$ cat config.mk
export PLATFORM = sky130hd
export DESIGN_NAME = trigger_scan_ctrl
export DESIGN_NICKNAME = d
export VERILOG_FILES = /design/src/rtl/trigger_scan_ctrl.sv
export SDC_FILE = /design/constraint.sdc
export NUM_CORES = 1
export LEC_CHECK = 0
export BUFFER_PORTS_ARGS = -buffer_cell sky130_fd_sc_hd__buf_4
export CAP_MARGIN = 10
export CORE_ASPECT_RATIO = 1.2
export CORE_MARGIN = 2
export CORE_UTILIZATION = 56
export CTS_CLUSTER_SIZE = 14
export DETAILED_ROUTE_END_ITERATION = 6
export PLACE_DENSITY_LB_ADDON = 0.12
export SETUP_SLACK_MARGIN = 0.5
export SYNTH_ARGS = -nofsm -noshare
export SYNTH_HDL_FRONTEND = slang
export SYNTH_SLANG_ARGS = --single-unit
$ cat constraint.sdc
create_clock -name i_clk -period 8.2 [get_ports i_clk]
set_input_delay 0.41 -clock i_clk [delete_from_list [all_inputs] [get_ports i_clk]]
set_output_delay 0.41 -clock i_clk [all_outputs]
set_load 0.02 [all_outputs]
$ cat src/rtl/trigger_scan_ctrl.sv
// Time-shares one trigger comparator across num_triggers configurations and returns a hit mask.
// Build option: define TRIG_CHAIN_EN to enable chain grouping of adjacent triggers.
//
// state  | meaning
// S_IDLE | accepts config writes and sample requests
// S_SCAN | one trigger per cycle through the comparator
// S_DONE | result held until consumed
module trigger_scan_ctrl #(
    parameter int num_triggers = 4,
    localparam int IW = $clog2(num_triggers)
) (
    input  logic                    i_clk,
    input  logic                    i_rst,
    input  logic                    i_cfg_we,
    output logic                    o_cfg_ready,
    input  logic [IW-1:0]           i_cfg_idx,
    input  logic [63:0]             i_cfg_tdata2,
    input  logic [3:0]              i_cfg_mode,
    input  logic                    i_cfg_enable,
    input  logic                    i_cfg_chain,
    output logic                    o_cfg_err,
    input  logic                    i_smp_valid,
    output logic                    o_smp_ready,
    input  logic [63:0]             i_smp_data,
    output logic [63:0]             o_cmp_tdata2,
    output logic [63:0]             o_cmp_value,
    output logic [3:0]              o_cmp_mode,
    input  logic                    i_cmp_match,
    output logic                    o_res_valid,
    input  logic                    i_res_ready,
    output logic [num_triggers-1:0] o_res_hit_mask,
    output logic                    o_res_any,
    output logic [IW-1:0]           o_res_first_idx
);

    typedef enum logic [1:0] {S_IDLE, S_SCAN, S_DONE} state_t;

    state_t                  r_state;
    state_t                  w_state_nxt;

    logic [63:0]             r_tdata2 [num_triggers];
    logic [3:0]              r_mode   [num_triggers];
    logic [num_triggers-1:0] r_enable;
`ifdef TRIG_CHAIN_EN
    logic [num_triggers-1:0] r_chain;
`endif
    logic [63:0]             r_sample;
    logic [IW-1:0]           r_k;
    logic [IW-1:0]           r_start;
    logic                    r_grp_ok;
    logic [num_triggers-1:0] r_mask;
    logic                    r_cfg_err;

    logic                    w_cfg_acc;
    logic                    w_smp_acc;
    logic                    w_mode_legal;
    logic [num_triggers-1:0] w_idx_sel;
    logic                    w_last;
    logic                    w_hit;
    logic                    w_chain_k;
    logic                    w_grp_ok;
    logic [num_triggers-1:0] w_grp_bits;

    function automatic logic mode_legal(input logic [3:0] m);
        case (m)
            4'd0, 4'd1, 4'd2, 4'd3, 4'd4, 4'd5, 4'd8, 4'd9, 4'd12, 4'd13: return 1'b1;
            default: return 1'b0;
        endcase
    endfunction

    always_ff @(posedge i_clk) begin
        if (!i_rst) begin
            r_state <= S_IDLE;
        end else begin
            r_state <= w_state_nxt;
        end
    end

    always_comb begin
        w_state_nxt = r_state;
        o_cfg_ready = 1'b0;
        o_smp_ready = 1'b0;
        o_res_valid = 1'b0;
        w_cfg_acc   = 1'b0;
        w_smp_acc   = 1'b0;
        case (r_state)
            S_IDLE: begin
                o_cfg_ready = 1'b1;
                o_smp_ready = !i_cfg_we;
                w_cfg_acc   = i_cfg_we;
                w_smp_acc   = i_smp_valid && !i_cfg_we;
                if (w_smp_acc) begin
                    w_state_nxt = S_SCAN;
                end
            end
            S_SCAN: begin
                if (w_last) begin
                    w_state_nxt = S_DONE;
                end
            end
            S_DONE: begin
                o_res_valid = 1'b1;
                if (i_res_ready) begin
                    w_state_nxt = S_IDLE;
                end
            end
            default: w_state_nxt = S_IDLE;
        endcase
    end

    // Out-of-range indices select nothing, so such writes vanish without an error.
    always_comb begin
        for (int i = 0; i < num_triggers; i++) begin
            w_idx_sel[i] = (i_cfg_idx == IW'(i));
        end
    end

    assign w_mode_legal = mode_legal(i_cfg_mode);
    assign w_last       = (r_k == IW'(num_triggers - 1));
    assign w_hit        = r_enable[r_k] & i_cmp_match;

`ifdef TRIG_CHAIN_EN
    assign w_chain_k = r_chain[r_k] & !w_last;
`else
    // cfg_chain is not stored in this build; every trigger closes its own group.
    assign w_chain_k = 1'b0 & i_cfg_chain;
`endif

    assign w_grp_ok = r_grp_ok & w_hit;

    always_comb begin
        for (int i = 0; i < num_triggers; i++) begin
            w_grp_bits[i] = (int'(r_start) <= i) && (i <= int'(r_k));
        end
    end

    always_ff @(posedge i_clk) begin
        if (!i_rst) begin
            for (int i = 0; i < num_triggers; i++) begin
                r_tdata2[i] <= '0;
                r_mode[i]   <= '0;
            end
            r_enable  <= '0;
`ifdef TRIG_CHAIN_EN
            r_chain   <= '0;
`endif
            r_sample  <= '0;
            r_k       <= '0;
            r_start   <= '0;
            r_grp_ok  <= 1'b1;
            r_mask    <= '0;
            r_cfg_err <= 1'b0;
        end else begin
            r_cfg_err <= w_cfg_acc && (|w_idx_sel) && !w_mode_legal;
            if (w_cfg_acc) begin
                for (int i = 0; i < num_triggers; i++) begin
                    if (w_idx_sel[i]) begin
                        r_tdata2[i] <= i_cfg_tdata2;
                        r_mode[i]   <= i_cfg_mode;
                        r_enable[i] <= i_cfg_enable && w_mode_legal;
`ifdef TRIG_CHAIN_EN
                        r_chain[i]  <= i_cfg_chain;
`endif
                    end
                end
            end
            if (w_smp_acc) begin
                r_sample <= i_smp_data;
                r_mask   <= '0;
                r_k      <= '0;
                r_start  <= '0;
                r_grp_ok <= 1'b1;
            end else if (r_state == S_SCAN) begin
                r_k <= r_k + IW'(1);
                if (!w_chain_k) begin
                    if (w_grp_ok) begin
                        r_mask <= r_mask | w_grp_bits;
                    end
                    r_grp_ok <= 1'b1;
                    r_start  <= r_k + IW'(1);
                end else begin
                    r_grp_ok <= w_grp_ok;
                end
            end
        end
    end

    always_comb begin
        o_cmp_tdata2 = '0;
        o_cmp_value  = '0;
        o_cmp_mode   = '0;
        if (r_state == S_SCAN) begin
            o_cmp_tdata2 = r_tdata2[r_k];
            o_cmp_value  = r_sample;
            o_cmp_mode   = r_mode[r_k];
        end
    end

    always_comb begin
        o_res_first_idx = '0;
        for (int i = num_triggers - 1; i >= 0; i--) begin
            if (r_mask[i]) begin
                o_res_first_idx = IW'(i);
            end
        end
    end

    assign o_res_hit_mask = r_mask;
    assign o_res_any      = |r_mask;
    assign o_cfg_err      = r_cfg_err;

endmodule

==> flow_summary.yaml <==
status:
  status: "completed"
critical_path:
  crit_type: "reg -> out"
  timing.rr.start: "r_state[1]"
  critPathBufInv: 2
  critPathTopFamily: "buffers and inverters"
  worst-endpoint-arrival_ps: 3010
  slowest_delay_ps: 770
  critPathCaptureType: "output port"
  worstPathRequired_ps: 7790
  path_max_fanout: 37
  cp_slowest_cell: "dfxtp_4"
  worstSetupStartpointType: "flip-flop"
  cp_cell_sequence: "buf_4, mux4_2, and2_1, buf_4"
  cpMostUsedCell: "buf_4"
cells_and_area:
  multi_input_area_sq_um: 5570
  area_growth_pct: 23.1
  fin_area_sq_um: 19300
  final.fill_count: 2030
  final_nets: 1566
  fin_util_pct: 69.5
  drive_above_1_share_pct: 30.3
  seq_area_sq_um: 9760
routing:
  antenna_left: 0
  drtIter0Drc: 632
  viasPerCell: 5.26
  wire_per_inst_um: 19.0
  vias: 9614
  wl_um: 34600
  drc: 0
  first_pass_iters: 5
timing:
  setup_viol_count_final: 0
  finalMaxSlewViolations: 0
  period_minus_slack_ps: 3420
  final.setup.tns_ps: 0
  worst_slew_pin_slew_ps: 1150
  min_period_over_period_pct: 41.7
  hold_violations: 0
  rsz0062_at_grt: "false"
  max_slew_margin_pct: 22.9
  fin_worst_skew_ps: 7.26
  max_freq_ghz: 0.292
clocking:
  cts_root_buf: "clkbuf_16"
  cts_hold_buffers: 0
  cts_sinks: 351
  cts_resized: 0
  insertion_delay_ps: 510
  cts_tree: "done"
  cts_max_path_buffers: 3
  numCtsBuffers: 36
  cts_setup_buffers: 0
  clkTransAtPathRegs_ps: 60
  htreeDepth: 2
logic_synthesis:
  synth-seq-area-share_pct: 62.2
  yosys_warnings: 0
  synth_area_sq_um: 15700
  synthArstFlopShare_pct: 0
  ys_types: 36
  syn_avg_cell_area_sq_um: 13.4
  synthFlopType: "edfxtp_1"
  syn-num-nets: 1317
  yosys_register_bits: 351
  synthCells: 1171
  synth-edff-count: 272
floorplanning:
  fp.dieArea_sq_um: 29300
  initial_core_util_pct: 56.5
  die_y_um: 187
  num_rows: 67
  pin_count: 285
  fp.dieW_um: 157
  fp.coreArea_sq_um: 27700
global_route:
  grt_pass1_wl_um: 53100
  grt_pass1_vias: 9834
  antenna_found_initial: 1
  grt_usage_pct: 23.6
  grt_max_degree: 85
  gr-total-overflow: 0
pwr:
  irDropWorstVdd_mv: 0.186
  p_per_area_nw_per_um2: 212
  power_mw: 4.09
  p_leak_nw: 7.60
flow_run:
  maxCapViolations: 0
placed_design:
  hpwl_um: 19500
  place_area_sq_um: 18000
  io_buffers: 283
  gp_congestion: 0.733
min_path:
  hp-start: "i_smp_data[43]"
  hp-class: "in -> reg"
per-stage QoR:
step	std cells	hold slack [ps]	worst slack [ps]
finish	1827	147	4780
global placement	1761	436	4940
detailed placement	1761	440	4920
floorplan	1171	430	1760
CTS	1826	128	4640
global route	1826	145	4520
state kept, by name, summed over array words and instances, names as in the netlist, named ones only:
register        cells
r_start             2
r_sample           64
r_mode             16
r_tdata2          256
o_res_hit_mask      4
r_state             2
r_enable            4
o_cfg_err           1
cell usage after synthesis (2+ instances only):
master,n,area (sq um)
edfxtp_1,272,8170
o21ai_0,7,35.0
nor2_1,9,33.8
clkbuf_2,9,45.0
nand2_1,132,495
a32o_1,3,30.0
nor3b_1,3,22.5
buf_4,3,22.5
buf_6,5,56.3
buf_2,23,115
a21boi_0,38,285
mux4_2,69,1550
nand4_1,4,25.0
a21oi_1,2,10.0
nand2b_1,2,12.5
nor2b_1,5,31.3
clkbuf_1,45,169
inv_1,5,18.8
nor3_1,2,10.0
nor2_2,3,18.8
and2_1,405,2530
ha_1,4,50.1
a21boi_1,30,225
dfxtp_1,79,1580
final timing paths:
| check | to | slack [ps] | cells past startpoint |
|---|---|---|---|
| worst max-delay path | o_cmp_tdata2[13] | 4780 | 4 |
| worst min-delay path | r_sample[43] | 150 | 3 |
| worst max register to register | r_tdata2[0][51] | 5520 | 4 |
| worst min register to register | r_sample[23] | 450 | 2 |
cell type report:
cell class	instances	area share, %
multi-input combinational	730	28.9
antenna	1	0.0130
timing repair buffer	296	11.5
sequential	351	50.6
tap	379	2.46
inverter	5	0.0973
clock buffer	50	5.50
clock inverter	15	0.941
cell families after synthesis:
group                      Yosys count  synth area share [%]
muxes                               70                  9.98
AOI/OAI and AO/OA                   83                  3.90
and+or+nand+nor                    572                  20.8
xor gates and xnor gates             1                0.0559
buffers and inverters               90                  2.72
DFF                                351                  62.2
adders and majority gates            4                 0.319
per-layer routing:
metal	part of all wire, %	routed length (um)	track usage, %	vias to the layer above
met5	0	0	0	-
met4	2.4	833	6.67	0
met3	7.2	2500	5.68	54
met2	51	17800	42.3	301
met1	39	13500	28.3	4686
li1	-	-	-	4573
layout by cell type, fill, tap and decap left out, types with 2 or more instances in the layout:
cell         n
and2_1     405
buf_4      296
edfxtp_1   272
nand2_1    131
dfxtp_1     77
mux4_2      69
clkbuf_16   40
a21boi_0    38
a21boi_1    30
nor2_1       9
clkinv_2     6
clkbuf_1     6
inv_1        5
nor2b_1      4
o21ai_0      4
nand4_1      4
ha_1         4
bufinv_16    4
nor3b_1      3
o21ai_4      3
nor2_4       3
a32o_1       3
a21oi_1      2
nand2b_1     2
nor3_1       2
dfxtp_4      2
inv_6        2
clkbuf_8     2
clkbuf_2     2
clkinv_1     2
power by group:
group / switching [mW] / internal (mW)
clock network: 0.666 / 1.04
logic: 0.179 / 0.161
registers: 0.0353 / 2.02
total: 0.879 / 3.21
worst register-to-register path, cell delays in order (launching register included):
cell	delay, ps
dfxtp_1	420
nand4bb_4	400
nor3_4	950
buf_4	570
and2_1	220
(Power assumes the default switching activity.)
